**src/rtl/mem_bus_master.sv**
```systemverilog
// mem_bus_master
//   CPU-side initiator for the simulated memory bus. Takes one load/store
//   request at a time, runs a single CS/BE/RW/Addr bus cycle against the
//   memory responder, waits for the asynchronous DataReady handshake and
//   returns aligned, extended read data with a one-cycle Done pulse.
//   Misaligned requests and bus timeouts are reported with AddrErr/BusErr.
//
// Parameters
//   SYNC_STAGES     flip-flop stages synchronising DataReady (>= 2)
//   TIMEOUT_CYCLES  cycles allowed in STROBE or RELEASE before BusErr (1..255)
//
// Ports
//   Clk, Reset      system clock, asynchronous active-high reset
//   Req, Wr, Size,  CPU request: store/load, 00 byte / 01 half / 1x word,
//   SignExt, VAddr, load extension, byte address, right-justified store data
//   WData
//   Busy, Done,     request in progress, completion pulse,
//   RData,          load result (held until the next Done),
//   AddrErr, BusErr misalignment / timeout flags (pulse with Done)
//   CS, RW, BE,     bus chip select, direction, byte enables,
//   Addr, DataOut   word address VAddr[31:2], right-justified write data
//   DataIn,         read data from memory
//   DataReady       memory ready, asynchronous to Clk

module mem_bus_master #(
    parameter int SYNC_STAGES    = 2,
    parameter int TIMEOUT_CYCLES = 64
) (
    input  logic        Clk,
    input  logic        Reset,
    input  logic        Req,
    input  logic        Wr,
    input  logic [1:0]  Size,
    input  logic        SignExt,
    input  logic [31:0] VAddr,
    input  logic [31:0] WData,
    output logic        Busy,
    output logic        Done,
    output logic [31:0] RData,
    output logic        AddrErr,
    output logic        BusErr,
    output logic        CS,
    output logic        RW,
    output logic [3:0]  BE,
    output logic [29:0] Addr,
    output logic [31:0] DataOut,
    input  logic [31:0] DataIn,
    input  logic        DataReady
);

    typedef enum logic [2:0] {
        IDLE    = 3'd0,
        SETUP   = 3'd1,
        STROBE  = 3'd2,
        CAPTURE = 3'd3,
        RELEASE = 3'd4
    } stateT;

    // Counter value at which the final allowed wait cycle ends.
    localparam logic [7:0] TIMEOUT_LAST = 8'(TIMEOUT_CYCLES - 1);

    stateT                  state;
    stateT                  nextState;
    logic [SYNC_STAGES-1:0] syncChain;
    logic                   rdySync;
    logic [7:0]             toCount;
    logic [7:0]             toCountNext;
    logic [1:0]             latSize;
    logic [1:0]             latSizeNext;
    logic                   latSignExt;
    logic                   latSignExtNext;

    logic                   csNext;
    logic                   rwNext;
    logic [3:0]             beNext;
    logic [29:0]            addrNext;
    logic [31:0]            dataOutNext;
    logic [31:0]            rDataNext;
    logic                   busyNext;
    logic                   doneNext;
    logic                   addrErrNext;
    logic                   busErrNext;

    // Half accesses need an even address, word (and reserved 11) accesses a
    // multiple of four; bytes are always aligned.
    function automatic logic isMisaligned(input logic [1:0] size, input logic [1:0] offset);
        logic bad;
        case (size)
            2'b00:   bad = 1'b0;
            2'b01:   bad = offset[0];
            default: bad = (offset != 2'b00);
        endcase
        return bad;
    endfunction

    // Byte enables double as the size code on the bus.
    function automatic logic [3:0] byteEnables(input logic [1:0] size);
        logic [3:0] be;
        case (size)
            2'b00:   be = 4'b0001;
            2'b01:   be = 4'b0011;
            default: be = 4'b1111;
        endcase
        return be;
    endfunction

    // Store data stays right-justified; unused upper bytes are zeroed.
    function automatic logic [31:0] formatStore(input logic [1:0] size, input logic [31:0] wdata);
        logic [31:0] data;
        case (size)
            2'b00:   data = {24'h00_0000, wdata[7:0]};
            2'b01:   data = {16'h0000, wdata[15:0]};
            default: data = wdata;
        endcase
        return data;
    endfunction

    // Read data arrives right-justified; extend byte/half to 32 bits.
    function automatic logic [31:0] extendLoad(input logic [1:0] size, input logic sx,
                                               input logic [31:0] din);
        logic [31:0] result;
        case (size)
            2'b00:   result = {{24{sx & din[7]}}, din[7:0]};
            2'b01:   result = {{16{sx & din[15]}}, din[15:0]};
            default: result = din;
        endcase
        return result;
    endfunction

    assign rdySync = syncChain[SYNC_STAGES-1];

    // DataReady synchroniser chain into the Clk domain.
    always_ff @(posedge Clk or posedge Reset) begin
        if (Reset) begin
            syncChain <= '0;
        end else begin
            syncChain <= {syncChain[SYNC_STAGES-2:0], DataReady};
        end
    end

    // FSM state register.
    always_ff @(posedge Clk or posedge Reset) begin
        if (Reset) begin
            state <= IDLE;
        end else begin
            state <= nextState;
        end
    end

    // Next-state, next-output and timeout-counter logic.
    always_comb begin
        nextState      = state;
        toCountNext    = toCount;
        latSizeNext    = latSize;
        latSignExtNext = latSignExt;
        csNext         = CS;
        rwNext         = RW;
        beNext         = BE;
        addrNext       = Addr;
        dataOutNext    = DataOut;
        rDataNext      = RData;
        busyNext       = Busy;
        doneNext       = 1'b0;
        addrErrNext    = 1'b0;
        busErrNext     = 1'b0;

        case (state)
            IDLE: begin
                if (Req) begin
                    if (isMisaligned(Size, VAddr[1:0])) begin
                        // Rejected without touching the bus or RData.
                        doneNext    = 1'b1;
                        addrErrNext = 1'b1;
                    end else begin
                        latSizeNext    = Size;
                        latSignExtNext = SignExt;
                        rwNext         = Wr;
                        beNext         = byteEnables(Size);
                        addrNext       = VAddr[31:2];
                        dataOutNext    = formatStore(Size, WData);
                        busyNext       = 1'b1;
                        nextState      = SETUP;
                    end
                end else begin
                    nextState = IDLE;
                end
            end

            SETUP: begin
                // Bus fields have had a full cycle to settle before CS rises.
                csNext      = 1'b1;
                toCountNext = 8'd0;
                nextState   = STROBE;
            end

            STROBE: begin
                if (rdySync) begin
                    nextState = CAPTURE;
                end else if (toCount == TIMEOUT_LAST) begin
                    csNext     = 1'b0;
                    doneNext   = 1'b1;
                    busErrNext = 1'b1;
                    busyNext   = 1'b0;
                    nextState  = IDLE;
                end else begin
                    toCountNext = toCount + 8'd1;
                end
            end

            CAPTURE: begin
                if (RW == 1'b0) begin
                    rDataNext = extendLoad(latSize, latSignExt, DataIn);
                end else begin
                    rDataNext = RData;
                end
                csNext      = 1'b0;
                toCountNext = 8'd0;
                nextState   = RELEASE;
            end

            RELEASE: begin
                if (!rdySync) begin
                    doneNext  = 1'b1;
                    busyNext  = 1'b0;
                    nextState = IDLE;
                end else if (toCount == TIMEOUT_LAST) begin
                    doneNext   = 1'b1;
                    busErrNext = 1'b1;
                    busyNext   = 1'b0;
                    nextState  = IDLE;
                end else begin
                    toCountNext = toCount + 8'd1;
                end
            end

            default: begin
                csNext    = 1'b0;
                busyNext  = 1'b0;
                nextState = IDLE;
            end
        endcase
    end

    // Registered bus, CPU-side outputs and latched request attributes.
    always_ff @(posedge Clk or posedge Reset) begin
        if (Reset) begin
            CS         <= 1'b0;
            RW         <= 1'b0;
            BE         <= 4'b0000;
            Addr       <= 30'h0000_0000;
            DataOut    <= 32'h0000_0000;
            RData      <= 32'h0000_0000;
            Busy       <= 1'b0;
            Done       <= 1'b0;
            AddrErr    <= 1'b0;
            BusErr     <= 1'b0;
            toCount    <= 8'd0;
            latSize    <= 2'b00;
            latSignExt <= 1'b0;
        end else begin
            CS         <= csNext;
            RW         <= rwNext;
            BE         <= beNext;
            Addr       <= addrNext;
            DataOut    <= dataOutNext;
            RData      <= rDataNext;
            Busy       <= busyNext;
            Done       <= doneNext;
            AddrErr    <= addrErrNext;
            BusErr     <= busErrNext;
            toCount    <= toCountNext;
            latSize    <= latSizeNext;
            latSignExt <= latSignExtNext;
        end
    end

endmodule

```
**config.mk**
```make
export PLATFORM = sky130hd
export DESIGN_NAME = mem_bus_master
export DESIGN_NICKNAME = d
export VERILOG_FILES = /design/src/rtl/mem_bus_master.sv
export SDC_FILE = /design/constraint.sdc
export NUM_CORES = 1
export LEC_CHECK = 0
export BUFFER_PORTS_ARGS = -buffer_cell sky130_fd_sc_hd__buf_2
export CAP_MARGIN = 20
export CORE_ASPECT_RATIO = 0.9
export CORE_MARGIN = 2
export CORE_UTILIZATION = 27
export CTS_BUF_LIST = sky130_fd_sc_hd__clkbuf_16
export CTS_CLUSTER_DIAMETER = 150
export DETAILED_ROUTE_END_ITERATION = 8
export PLACE_DENSITY = 0.62
export SKIP_LAST_GASP = 1
export SLEW_MARGIN = 0
export SYNTH_ARGS = -nofsm -noshare
export SYNTH_HDL_FRONTEND = slang
export SYNTH_SLANG_ARGS = --single-unit
```
**constraint.sdc**
```tcl
create_clock -name Clk -period 3.8 [get_ports Clk]
set_input_delay 0.19 -clock Clk [delete_from_list [all_inputs] [get_ports Clk]]
set_output_delay 0.19 -clock Clk [all_outputs]
set_load 0.02 [all_outputs]
```
Yosys cells after proc, flatten, opt, wreduce, memory -nomap -nowiden

Cells that the tools add are included.
W data, S select, Z words.

Bits in registers: 120
Output and inout bits: 104
Word-level logic and storage cells: 81

Add/sub/neg operators: 1
Eq/ne operators: 13
Muxes and demuxes: 34
Bitwise logic cells: 6
Reductions and logical operators: 12

Operators by type and width:

| kind                  | count |
|---|---|
| $pmux W32 S2          | 2 |
| $mux W8               | 3 |
| $pmux W8 S3           | 1 |
| $mux W1               | 16 |
| $mux W3               | 5 |
| $pmux W3 S5           | 1 |
| $ne A2 B2 Y1 const B  | 5 |
| $reduce_and A3 Y1     | 3 |
| $add A8 B1 Y8 const B | 1 |
| $eq A8 B6 Y1 const B  | 1 |
| $pmux W4 S2           | 1 |
| $eq A3 B2 Y1 const B  | 2 |
| $pmux W1 S3           | 2 |
| $eq A2 B1 Y1 const B  | 2 |
| $logic_not A2 Y1      | 2 |
| $not A1 Y1            | 4 |
| $pmux W1 S2           | 2 |
| $pmux W1 S4           | 1 |
| $reduce_and A4 Y1     | 1 |
| $reduce_or A2 Y1      | 2 |
| $eq A3 B1 Y1 const B  | 1 |
| $eq A3 B3 Y1 const B  | 1 |
| $logic_not A3 Y1      | 1 |
| $ne A3 B3 Y1 const B  | 1 |
| other kinds (4)       | 5 |

Logic depth before layout (Yosys ltp)

Gate-level depths: netlist of run 1.

Depth after elaboration: 7
Gate-level depth with buffers: 7
Gate-level depth less buffers: 5

Least setup slack after synthesis of run 1

OpenSTA, ideal clock, no wires.

Path kind: reg-to-reg
Start: reg state[1]
End: reg DataOut[0]
Data arrival time: 1.916 ns
Required time: 3.675 ns
Setup slack: 1.758 ns
Cell stages (with the launch flop): 7
Buffers on the path: 3
Period minus slack after synthesis: 2.042 ns
Cells stage by stage: dfrtp_1 buf_2 or4b_1 a221o_1 buf_6 buf_6 mux2_4

Longest elaborated chain between the ends: 2

RTL lines:

| what                        | RTL line | text |
|---|---|---|
| from (decl)                 | 62       | `stateT state;` |
| from (signal assigned)      | 146      | `state <= nextState;` |
| $logic_not A3 Y1            | 167      | `case (state)` |
| $reduce_and A3 Y1 (no line) | n/a      |  |
| to (signal assigned)        | 265      | `DataOut <= dataOutNext;` |
| to (decl)                   | 46       | `output logic [31:0] DataOut,` |

No other way between the ends.
A chain may end at the register's enable or synchronous reset.

Final worst setup path of run 1

Start: reg state[1]
End: reg DataOut[5]

The elaborated chain is that of the path after synthesis.

==> results of run 1 <==
## per-layer routing
metal	up-vias	global-route usage (%)
li1	1897	-
met1	1806	16.37
met2	113	20.53
met3	16	4.009
met4	0	4.740
met5	-	0
## power groups by stage
| stage | Sequential, mW | Combinational (mW) | Clock, mW |
|---|---|---|---|
| after detailed placement | 2.19 | 2.23 | 0 |
| after floorplan | 2.73 | 0.900 | 0 |
| after CTS | 2.17 | 2.26 | 1.64 |
| after global routing | 2.26 | 2.44 | 1.70 |
| final | 2.17 | 2.23 | 1.59 |
| after global placement | 2.18 | 2.19 | 0 |
## worst max-delay path, stage by stage, from the launching register on
cell,delay (ps)
dfrtp_1,460
or4b_1,600
a221o_4,590
buf_12,290
mux2_4,320
## repair_timing
item	CTS	global route
endpoints found under the hold margin	80	1
hold buffers	29	1
resized for setup	0	0
## flip-flops by register name, summed over array words and instances, names as in the netlist
signal	count
syncChain	2
Busy	1
CS	1
BE	3
DataOut	32
RData	32
state	3
toCount	8
RW	1
BusErr	1
AddrErr	1
Done	1
latSize	2
Addr	30
latSignExt	1
## layout by cell type, fill, tap and decap left out, types with 10 or more instances in the layout
master           n
o21ai_0         36
nand2_1         66
dlygate4sd3_1   30
buf_2          207
clkbuf_16       17
a31oi_1         10
mux2_4          10
nor2_1          32
dfrtp_1        119
a21oi_1         26
mux2_2          42
## cell families after synthesis
logic type / Yosys count / synth area share [%]
xor gates and xnor gates: 2 / 0.3636
buffers and inverters: 31 / 2.934
muxes: 55 / 13.55
DFF: 119 / 61.80
adders and majority gates: 1 / 0.2596
AOI/OAI and AO/OA: 83 / 9.556
and+or+nand+nor: 126 / 11.53
## final timing paths
check                                    endpoint  cells past startpoint  slack (ps)
min in group asynchronous     Addr[2]$_DFFE_PP0P_                      3         460
min                          Addr[20]$_DFFE_PP0P_                      2          20
max reg2reg                DataOut[5]$_DFFE_PP0P_                      4        1410
min reg2reg                syncChain[1]$_DFF_PP0_                      0         350
max in group asynchronous  DataOut[5]$_DFFE_PP0P_                      4        2540
max                        DataOut[5]$_DFFE_PP0P_                      4        1410
## area by class of cell
| cell class | count | area, um2 | area share (%) |
|---|---|---|---|
| Timing Repair Buffer | 240 | 1384 | 19.80 |
| Multi-Input combinational cell | 267 | 1715 | 24.55 |
| Clock inverter | 15 | 163.9 | 2.346 |
| Tap cell | 240 | 300.3 | 4.297 |
| Clock buffer | 17 | 425.4 | 6.088 |
| Inverter | 5 | 21.27 | 0.3044 |
| Sequential cell | 119 | 2978 | 42.61 |
## per-stage QoR
stage / hold WS, ps / util [%] / power (mW) / cells
after floorplan: 221.4 / - / 3.634 / 417
after global placement: 306.0 / 34.63 / 4.369 / 840
after detailed placement: 306.7 / 34.63 / 4.416 / 840
after CTS: 0.2774 / 39.64 / 6.072 / 901
after global routing: 6.173 / 39.81 / 6.404 / 903
final: 23.82 / 39.81 / 5.991 / 903
==> flow_summary.yaml, run 1 <==
hold_path:
  min_from: "VAddr[22]"
  min-delay-path-class: "in2reg"
timing:
  rsz0062_at_grt: "no"
  tightest_slew_ps: 806.6
  setup_viol: 0
  worst_slack_ps: 1410
  hold_violations: 0
  drv_slew: 0
  max_clock_freq_mhz: 418.3
  finalSetupTns_ps: 0
  skew_ps: 5.923
  layout_min_cycle_time_ps: 2390
  post-route-period-util_pct: 62.91
  slew_headroom_pct: 46.22
grt:
  antenna_found_initial: 0
  grt_pass1_vias: 3676
  grt_max_degree: 96
  grt_pass1_wl_mm: 18.89
  grt_usage_pct: 12.82
  grt_overflow_total: 0
logic_synthesis:
  async_reset_ff_share_pct: 100.0
  yosysWarnings: 0
  synth_area_leader_cell: "dfrtp_1"
  synthCells: 417
  synth_flop_cell: "dfrtp_1"
  synth_top_area_share_pct: 61.80
  yosys-top-cells-count: "119 x dfrtp_1, 66 x nand2_1, 42 x mux2_2, 36 x o21ai_0, 32 x nor2_1"
  syn_avg_cell_area_um2: 11.55
  syn-cell-area_um2: 4818
  yosys-top-cells-area: "dfrtp_1 62%, mux2_2 9.8%, nand2_1 5.1%, o21ai_0 3.7%, mux2_4 3.1%"
  synth_edf_count: 0
  synth_cell_types: 41
  synth-seq-cells: 119
  yosysMostFrequentCell: "dfrtp_1"
  syn-num-nets: 522
  ys_seq_area_share_pct: 61.80
worst_setup_path:
  worstSetupPathType: "reg2reg"
  critPathCaptureType: "register"
  worstPathArrival_ps: 2670
  r2r_start: "state[1]$_DFFE_PP0N_"
  crit_path_start_kind: "register"
  worstPathRequired_ps: 4080
  path_max_fanout: 54
  startpoint: "state[1]$_DFFE_PP0N_"
place:
  dp_slack_ps: 1405
  globalplace.congestion: 0.7707
  portBuffers: 207
  place_area_um2: 6078
  hpwl_mm: 8.328
clock_tree:
  cts_buffers: 17
  root_buffer: "clkbuf_16"
  cts_tree: "done"
  cts_setup_buffers: 0
  clock_latency_ps: 400
  cts.path.max_buffers: 2
  clk_pin_slew_worst_paths_ps: 50
  cts_max_level: 4
  clock_sinks: 119
floorplanning:
  die_area_um2: 18930
  start_util_pct: 27.45
  io_pins: 208
  core-area_um2: 17550
  row_count: 46
  die_width_um: 144.8
  die_height_um: 130.7
detailed_routing:
  vias: 3832
  dr_wl_met3_um: 828
  top_layer: "met4"
  drt_iter0_drc: 202
  drt-total-wl_mm: 12.28
  post-route-drc-count: 0
  drt-vias-per-instance: 4.244
  wl_met2_mm: 5.940
  dr.pass1.iters: 4
  wl_met1_mm: 5.295
  ant_nets: 0
  wire_per_inst_um: 13.60
power:
  p_leak_nw: 3.409
  p_sw_mw: 2.247
  swShare_pct: 37.51
  ir_drop_mv: 0.3275
  power_density_nw_per_um2: 857.3
  seq_power_share_pct: 36.2
  clock_power_share_pct: 26.5
  intPower_mw: 3.743
  combPwrFrac_pct: 37.3
cells_and_area:
  nets: 755
  stdcell_area_um2: 6988
  drive_gt1_share_pct: 45.10
  fill_cells: 1741
  n_antenna_cell: 0
  syn_to_final_growth_pct: 45.03
run:
  max-cap-violations: 0
status:
  outcome: "finished clean"
No activity file was read; power rests on OpenSTA's default activity.
==> run 2, diff against run 1 <==
- ABC_AREA: not set -> 1
- PLACE_DENSITY: 0.62 -> 0.64
- clock period: 3.8 -> 2.06 ns (I/O delays scaled with it)
==> flow_summary.yaml, run 2 <==
status:
  outcome: "finished clean"
hold_path:
  min_to: "DataOut[18]$_DFFE_PP0P_"
  min_from: "Size[1]"
  min_path_cells: 3
  min-delay-path-class: "in2reg"
logic_synthesis:
  syn-num-nets: 686
  syn_avg_cell_area_um2: 8.623
  yosys-top-cells-count: "282 x nand2_1, 119 x dfrtp_1, 31 x o21ai_0, 22 x nand3_1, 17 x a21oi_1"
  synth-seq-cells: 119
  ys_seq_area_share_pct: 59.44
  yosysWarnings: 0
  synth_edf_count: 0
  yosysMostFrequentCell: "nand2_1"
  synth_cell_types: 28
  yosys-top-cells-area: "dfrtp_1 59%, nand2_1 21%, o21ai_0 3.1%, nand3_1 2.2%, a21oi_1 1.7%"
  synth_top_area_share_pct: 59.44
  synth_flop_cell: "dfrtp_1"
  synth_area_leader_cell: "dfrtp_1"
  syn-cell-area_um2: 5010
  synthCells: 581
  async_reset_ff_share_pct: 100.0
timing:
  finalSetupTns_ps: 0
  tightest_slew_ps: 746.6
  hold_violations: 0
  slew_headroom_pct: 50.23
  layout_min_cycle_time_ps: 1652
  max_clock_freq_mhz: 605.2
  setup_viol: 0
  whs_ps: 28.79
  drv_slew: 0
  skew_ps: 6.441
  rsz0062_at_grt: "no"
  post-route-period-util_pct: 80.21
floorplanning:
  row_count: 47
  die_width_um: 147.6
  core-area_um2: 18290
  die_height_um: 133.2
  die_area_um2: 19660
  io_pins: 208
  start_util_pct: 27.39
worst_setup_path:
  r2r_start: "toCount[0]$_DFFE_PP0P_"
  reg2reg_to: "toCount[0]$_DFFE_PP0P_"
  reg2reg_slack_ps: 410
  ff2ff_path_depth: 7
  cp_top_family: "simple AND/OR/NAND/NOR gates"
  slowest_delay_ps: 400
  critPathCaptureType: "register"
  cp_common_cell: "nand2_1"
  cp.buffers_inverters: 0
  crit_path_start_kind: "register"
  worstSetupPathType: "reg2reg"
  worstPathArrival_ps: 1990
  worstPathRequired_ps: 2400
  path_cells: "ha_1 > nand2_1 > nor2_1 > nand3_1 > nand3_1 > nand2_1 > nand2_1"
  path_max_fanout: 8
  slowest_stage: "dfrtp_1"
grt:
  grt_overflow_total: 0
  grt_max_degree: 120
  antenna_found_initial: 1
  grt_pass1_vias: 4927
  grt_usage_pct: 15.65
  grt_pass1_wl_mm: 24.44
clock_tree:
  cts_buffers: 17
  clk_pin_slew_worst_paths_ps: 60
  clock_latency_ps: 410
  cts_max_level: 4
  cts_setup_buffers: 0
  root_buffer: "clkbuf_16"
  cts.path.max_buffers: 2
  cts_tree: "done"
  clock_sinks: 119
detailed_routing:
  post-route-drc-count: 0
  wire_per_inst_um: 13.13
  vias: 4914
  drt_iter0_drc: 261
  drt-vias-per-instance: 4.322
  ant_nets: 0
  dr.pass1.iters: 4
  drt-total-wl_mm: 14.93
cells_and_area:
  nets: 982
  drive_gt1_share_pct: 29.55
  fin_cells: 1137
  mostFrequentLayoutCells: "282 x nand2_1, 207 x buf_2, 119 x dfrtp_1"
  reg_top3: "DataOut x32, RData x32, Addr x30"
  final_common_cell: "nand2_1"
  syn_to_final_growth_pct: 55.12
  stdcell_area_um2: 7771
place:
  globalplace.congestion: 0.7640
  hpwl_mm: 9.456
  dp.cells: 1013
  place_area_um2: 6276
  portBuffers: 207
power:
  p_total_mw: 11.38
  power_density_nw_per_um2: 1464
  ir_drop_mv: 0.6397
  p_leak_nw: 4.132
run:
  max-cap-violations: 0
-- run 2: cell count changes in the layout (fill, tap and decap cells not counted), sizes merged, moves of 4 or more --
| cell | before | now |
|---|---|---|
| nand2 | 66 | 285 |
| dlygate4sd3 | 30 | 90 |
| mux2 | 52 | 0 |
| nand3 | 4 | 24 |
| inv | 6 | 23 |
| nor2 | 32 | 20 |
| o21ai | 36 | 47 |
| a31oi | 10 | 0 |
| a21oi | 26 | 18 |
| o21a | 1 | 8 |
| buf | 210 | 214 |
-- run 2: area by class of cell --
cell class	instances	area [um2]
fill	1753	10520
sequential	119	2978
timing repair buffer	304	2014
multi-input combinational	412	1788
clock buffer	17	425.4
tap	245	306.5
clock inverter	15	163.9
inverter	23	90.09
antenna	2	5.005
-- run 2: layer usage --
layer	share of wire, %	wire length [um]	track usage [%]	up-vias
li1	-	-	-	2425
met1	43	6437	19.67	2293
met2	48	7217	25.87	182
met3	7.3	1093	5.274	14
met4	1.2	185	4.274	0
met5	0	0	0	-
-- run 2: metrics by stage --
step	setup slack [ps]	util (%)
after floorplan	501.6	-
after global placement	443.0	34.32
after detailed placement	423.9	34.32
after CTS	414.2	42.46
after global routing	171.7	42.48
final	407.7	42.49
-- run 2: power by group --
group | leakage, nW | internal, mW | switching (mW)
combinational | 2.33 | 1.55 | 2.95
clock | 0.295 | 1.88 | 1.06
sequential | 1.51 | 3.31 | 0.618
total | 4.13 | 6.75 | 4.63
-- run 2: worst max-delay path by stage --
stage / start / to / slack, ps / cells past startpoint
finish: toCount[0]$_DFFE_PP0P_ / toCount[0]$_DFFE_PP0P_ / 410 / 7
global route: toCount[0]$_DFFE_PP0P_ / toCount[3]$_DFFE_PP0P_ / 170 / 7
CTS: state[1]$_DFFE_PP0N_ / latSize[1]$_DFFE_PP0P_ / 410 / 8
detailed placement: state[2]$_DFFE_PP0N_ / RData[16]$_DFFE_PP0P_ / 420 / 8
global placement: state[1]$_DFFE_PP0N_ / latSize[1]$_DFFE_PP0P_ / 440 / 8
floorplan: Reset / AddrErr$_DFF_PP0_ / 500 / 1
-- run 2: repair_timing --
| item | 4_1_cts | 5_1_grt |
|---|---|---|
| endpoints found under the setup margin | 0 | 0 |
| hold buffers | 90 | 0 |
| endpoints found under the hold margin | 208 | 0 |
| resized for setup | 0 | 0 |
-- run 2: tightest hold or removal path, stage by stage --
cell	delay, ps
buf_2	140
nand2_1	70
o21ai_0	70
-- run 2: kinds of logic (layout without fill, tap and decap cells) --
logic type | count (synthesis) | in the layout | share of synthesized area (%)
xor gates and xnor gates | 2 | 2 | 0.3497
buffers and inverters | 50 | 359 | 4.870
and+or+nand+nor | 335 | 335 | 27.02
adders and majority gates | 1 | 1 | 0.2497
AOI/OAI and AO/OA | 74 | 74 | 8.067
other | 0 | 2 | 0
DFF | 119 | 119 | 59.44
==> run 3, diff against run 2 <==
- clock period: 2.06 -> 1.3 ns (I/O delays scaled with it)
==> flow_summary.yaml, run 3 (synthesized netlist as in run 2, its figures left out) <==
status:
  outcome: "finished, violations left"
  failed_checks: "setup timing"
grt:
  antenna_found_initial: 2
  grt_pass1_vias: 5016
  met2_usage_pct: 27.00
  grtUsageMet1_pct: 18.89
  grt_overflow_total: 0
  grt.busiest_layer: "met2"
  grt_usage_pct: 15.85
  grt_pass1_wl_mm: 24.53
  gr-usage-met3_pct: 5.342
  grt_max_degree: 55
timing:
  slew_headroom_pct: 79.35
  drv_slew: 0
  layout_min_cycle_time_ps: 1356
  rsz0062_at_grt: "yes"
  worst_slack_ps: -55.83
  max_clock_freq_mhz: 737.6
  finalSetupTns_ps: -1395
  tightest_slew_ps: 309.7
  post-route-period-util_pct: 104.3
  setup_viol: 70
  skew_ps: 7.585
  hold_violations: 0
worst_setup_path:
  crit_path_start_kind: "register"
  worstPathArrival_ps: 1650
  worstPathRequired_ps: 1590
  path_max_fanout: 44
  worstSetupPathType: "reg2reg"
  slowest_delay_ps: 410
  slowest_stage: "dfrtp_1"
  critPathCaptureType: "register"
  path_cells: "inv_2 > nand2_2 > nor2_4 > nand3_4 > buf_12 > nand2_1 > nand2_1"
  ff2ff_path_depth: 7
  cp_common_cell: "nand2_1"
power:
  clock_power_share_pct: 24.8
  p_sw_mw: 7.748
  p_leak_nw: 4.446
  combPwrFrac_pct: 43.6
  ir_drop_mv: 1.094
  swShare_pct: 40.04
  p_total_mw: 19.35
  power_density_nw_per_um2: 2300
  intPower_mw: 11.61
  seq_power_share_pct: 31.6
clock_tree:
  cts.path.max_buffers: 2
  clock_latency_ps: 410
  clock_sinks: 119
  root_buffer: "clkbuf_16"
  cts_buffers: 17
  cts_max_level: 4
  cts_tree: "done"
  clk_pin_slew_worst_paths_ps: 60
floorplanning:
  core-area_um2: 18290
  row_count: 47
  die_width_um: 147.6
  die_height_um: 133.2
  start_util_pct: 27.39
  io_pins: 208
  die_area_um2: 19660
detailed_routing:
  wire_per_inst_um: 13.52
  post-route-drc-count: 0
  ant_nets: 0
  drt_iter0_drc: 215
  dr.pass1.iters: 4
  drt-total-wl_mm: 16.02
  vias: 5014
  drt-vias-per-instance: 4.231
cells_and_area:
  final_common_cell: "nand2_1"
  drive_gt1_share_pct: 35.61
  fill_cells: 1713
  mostFrequentLayoutCells: "271 x nand2_1, 207 x buf_2, 119 x dfrtp_1"
  final_util_pct: 46.01
  nets: 1030
  reg_top3: "DataOut x32, RData x32, Addr x30"
  syn_to_final_growth_pct: 67.98
run:
  max-cap-violations: 0
place:
  hpwl_mm: 10.01
  portBuffers: 207
  dp_slack_ps: -104.9
  globalplace.congestion: 0.7408
hold_path:
  min_path_cells: 4
  min-delay-path-class: "in2reg"
==> run 3: power by group through the flow <==
stage	combinational [mW]	clock, mW	sequential [mW]
after detailed placement	7.71	0	6.12
final	8.44	4.80	6.12
after global placement	7.58	0	6.13
after floorplan	2.97	0	7.84
after CTS	8.08	4.93	6.11
after global routing	9.25	5.13	6.29
==> run 3: final cells by class <==
class	instances	area (um2)	area share, %
Sequential cell	119	2978	35.39
Timing Repair Buffer	352	2554	30.34
Multi-Input combinational cell	412	1869	22.21
Clock buffer	17	425.4	5.055
Tap cell	245	306.5	3.643
Clock inverter	15	178.9	2.126
Inverter	23	98.84	1.175
Antenna cell	2	5.005	0.05947
==> run 3: path summary, 6_finish.rpt <==
check	startpoint	to	slack [ps]
setup / recovery	state[0]$_DFFE_PP0N_	Addr[28]$_DFFE_PP0P_	-60
hold / removal	DataIn[15]	RData[15]$_DFFE_PP0P_	20
setup reg to reg	state[0]$_DFFE_PP0N_	Addr[28]$_DFFE_PP0P_	-60
hold reg to reg	syncChain[0]$_DFF_PP0_	syncChain[1]$_DFF_PP0_	350
max in group asynchronous	Reset	DataOut[23]$_DFFE_PP0P_	570
min in group asynchronous	Reset	RData[3]$_DFFE_PP0P_	160
==> run 3: per-layer routing <==
metal | up-vias | share of wire [%] | wire length [um]
met5 | - | 0 | 0
met4 | 0 | 1.4 | 232
met3 | 13 | 7.3 | 1163
met2 | 177 | 48 | 7706
met1 | 2299 | 43 | 6920
li1 | 2525 | - | -
==> run 3: through the flow <==
| step | cells | instance area, um2 | hold WS, ps |
|---|---|---|---|
| after floorplan | 581 | 5031 | 96.43 |
| after global placement | 1046 | 6616 | 37.52 |
| after detailed placement | 1046 | 6616 | 32.99 |
| after CTS | 1173 | 8215 | 3.177 |
| after global routing | 1184 | 8413 | 24.59 |
| final | 1185 | 8416 | 23.94 |
==> run 3: worst max-delay path: cells and delay by family (launching register included) <==
family                 cells  cell delay [ps]
buffers and inverters      2              300
DFF                        1              410
and+or+nand+nor            5              500
==> run 3: timing repair <==
action / 4_1_cts / 5_1_grt
cloned: 0 / 6
pin swaps: 9 / 12
hold endpoints to repair: 209 / 0
resized for setup: 14 / 15
setup buffers: 4 / 4
endpoints found under the setup margin: 112 / 114
hold buffers: 91 / 0
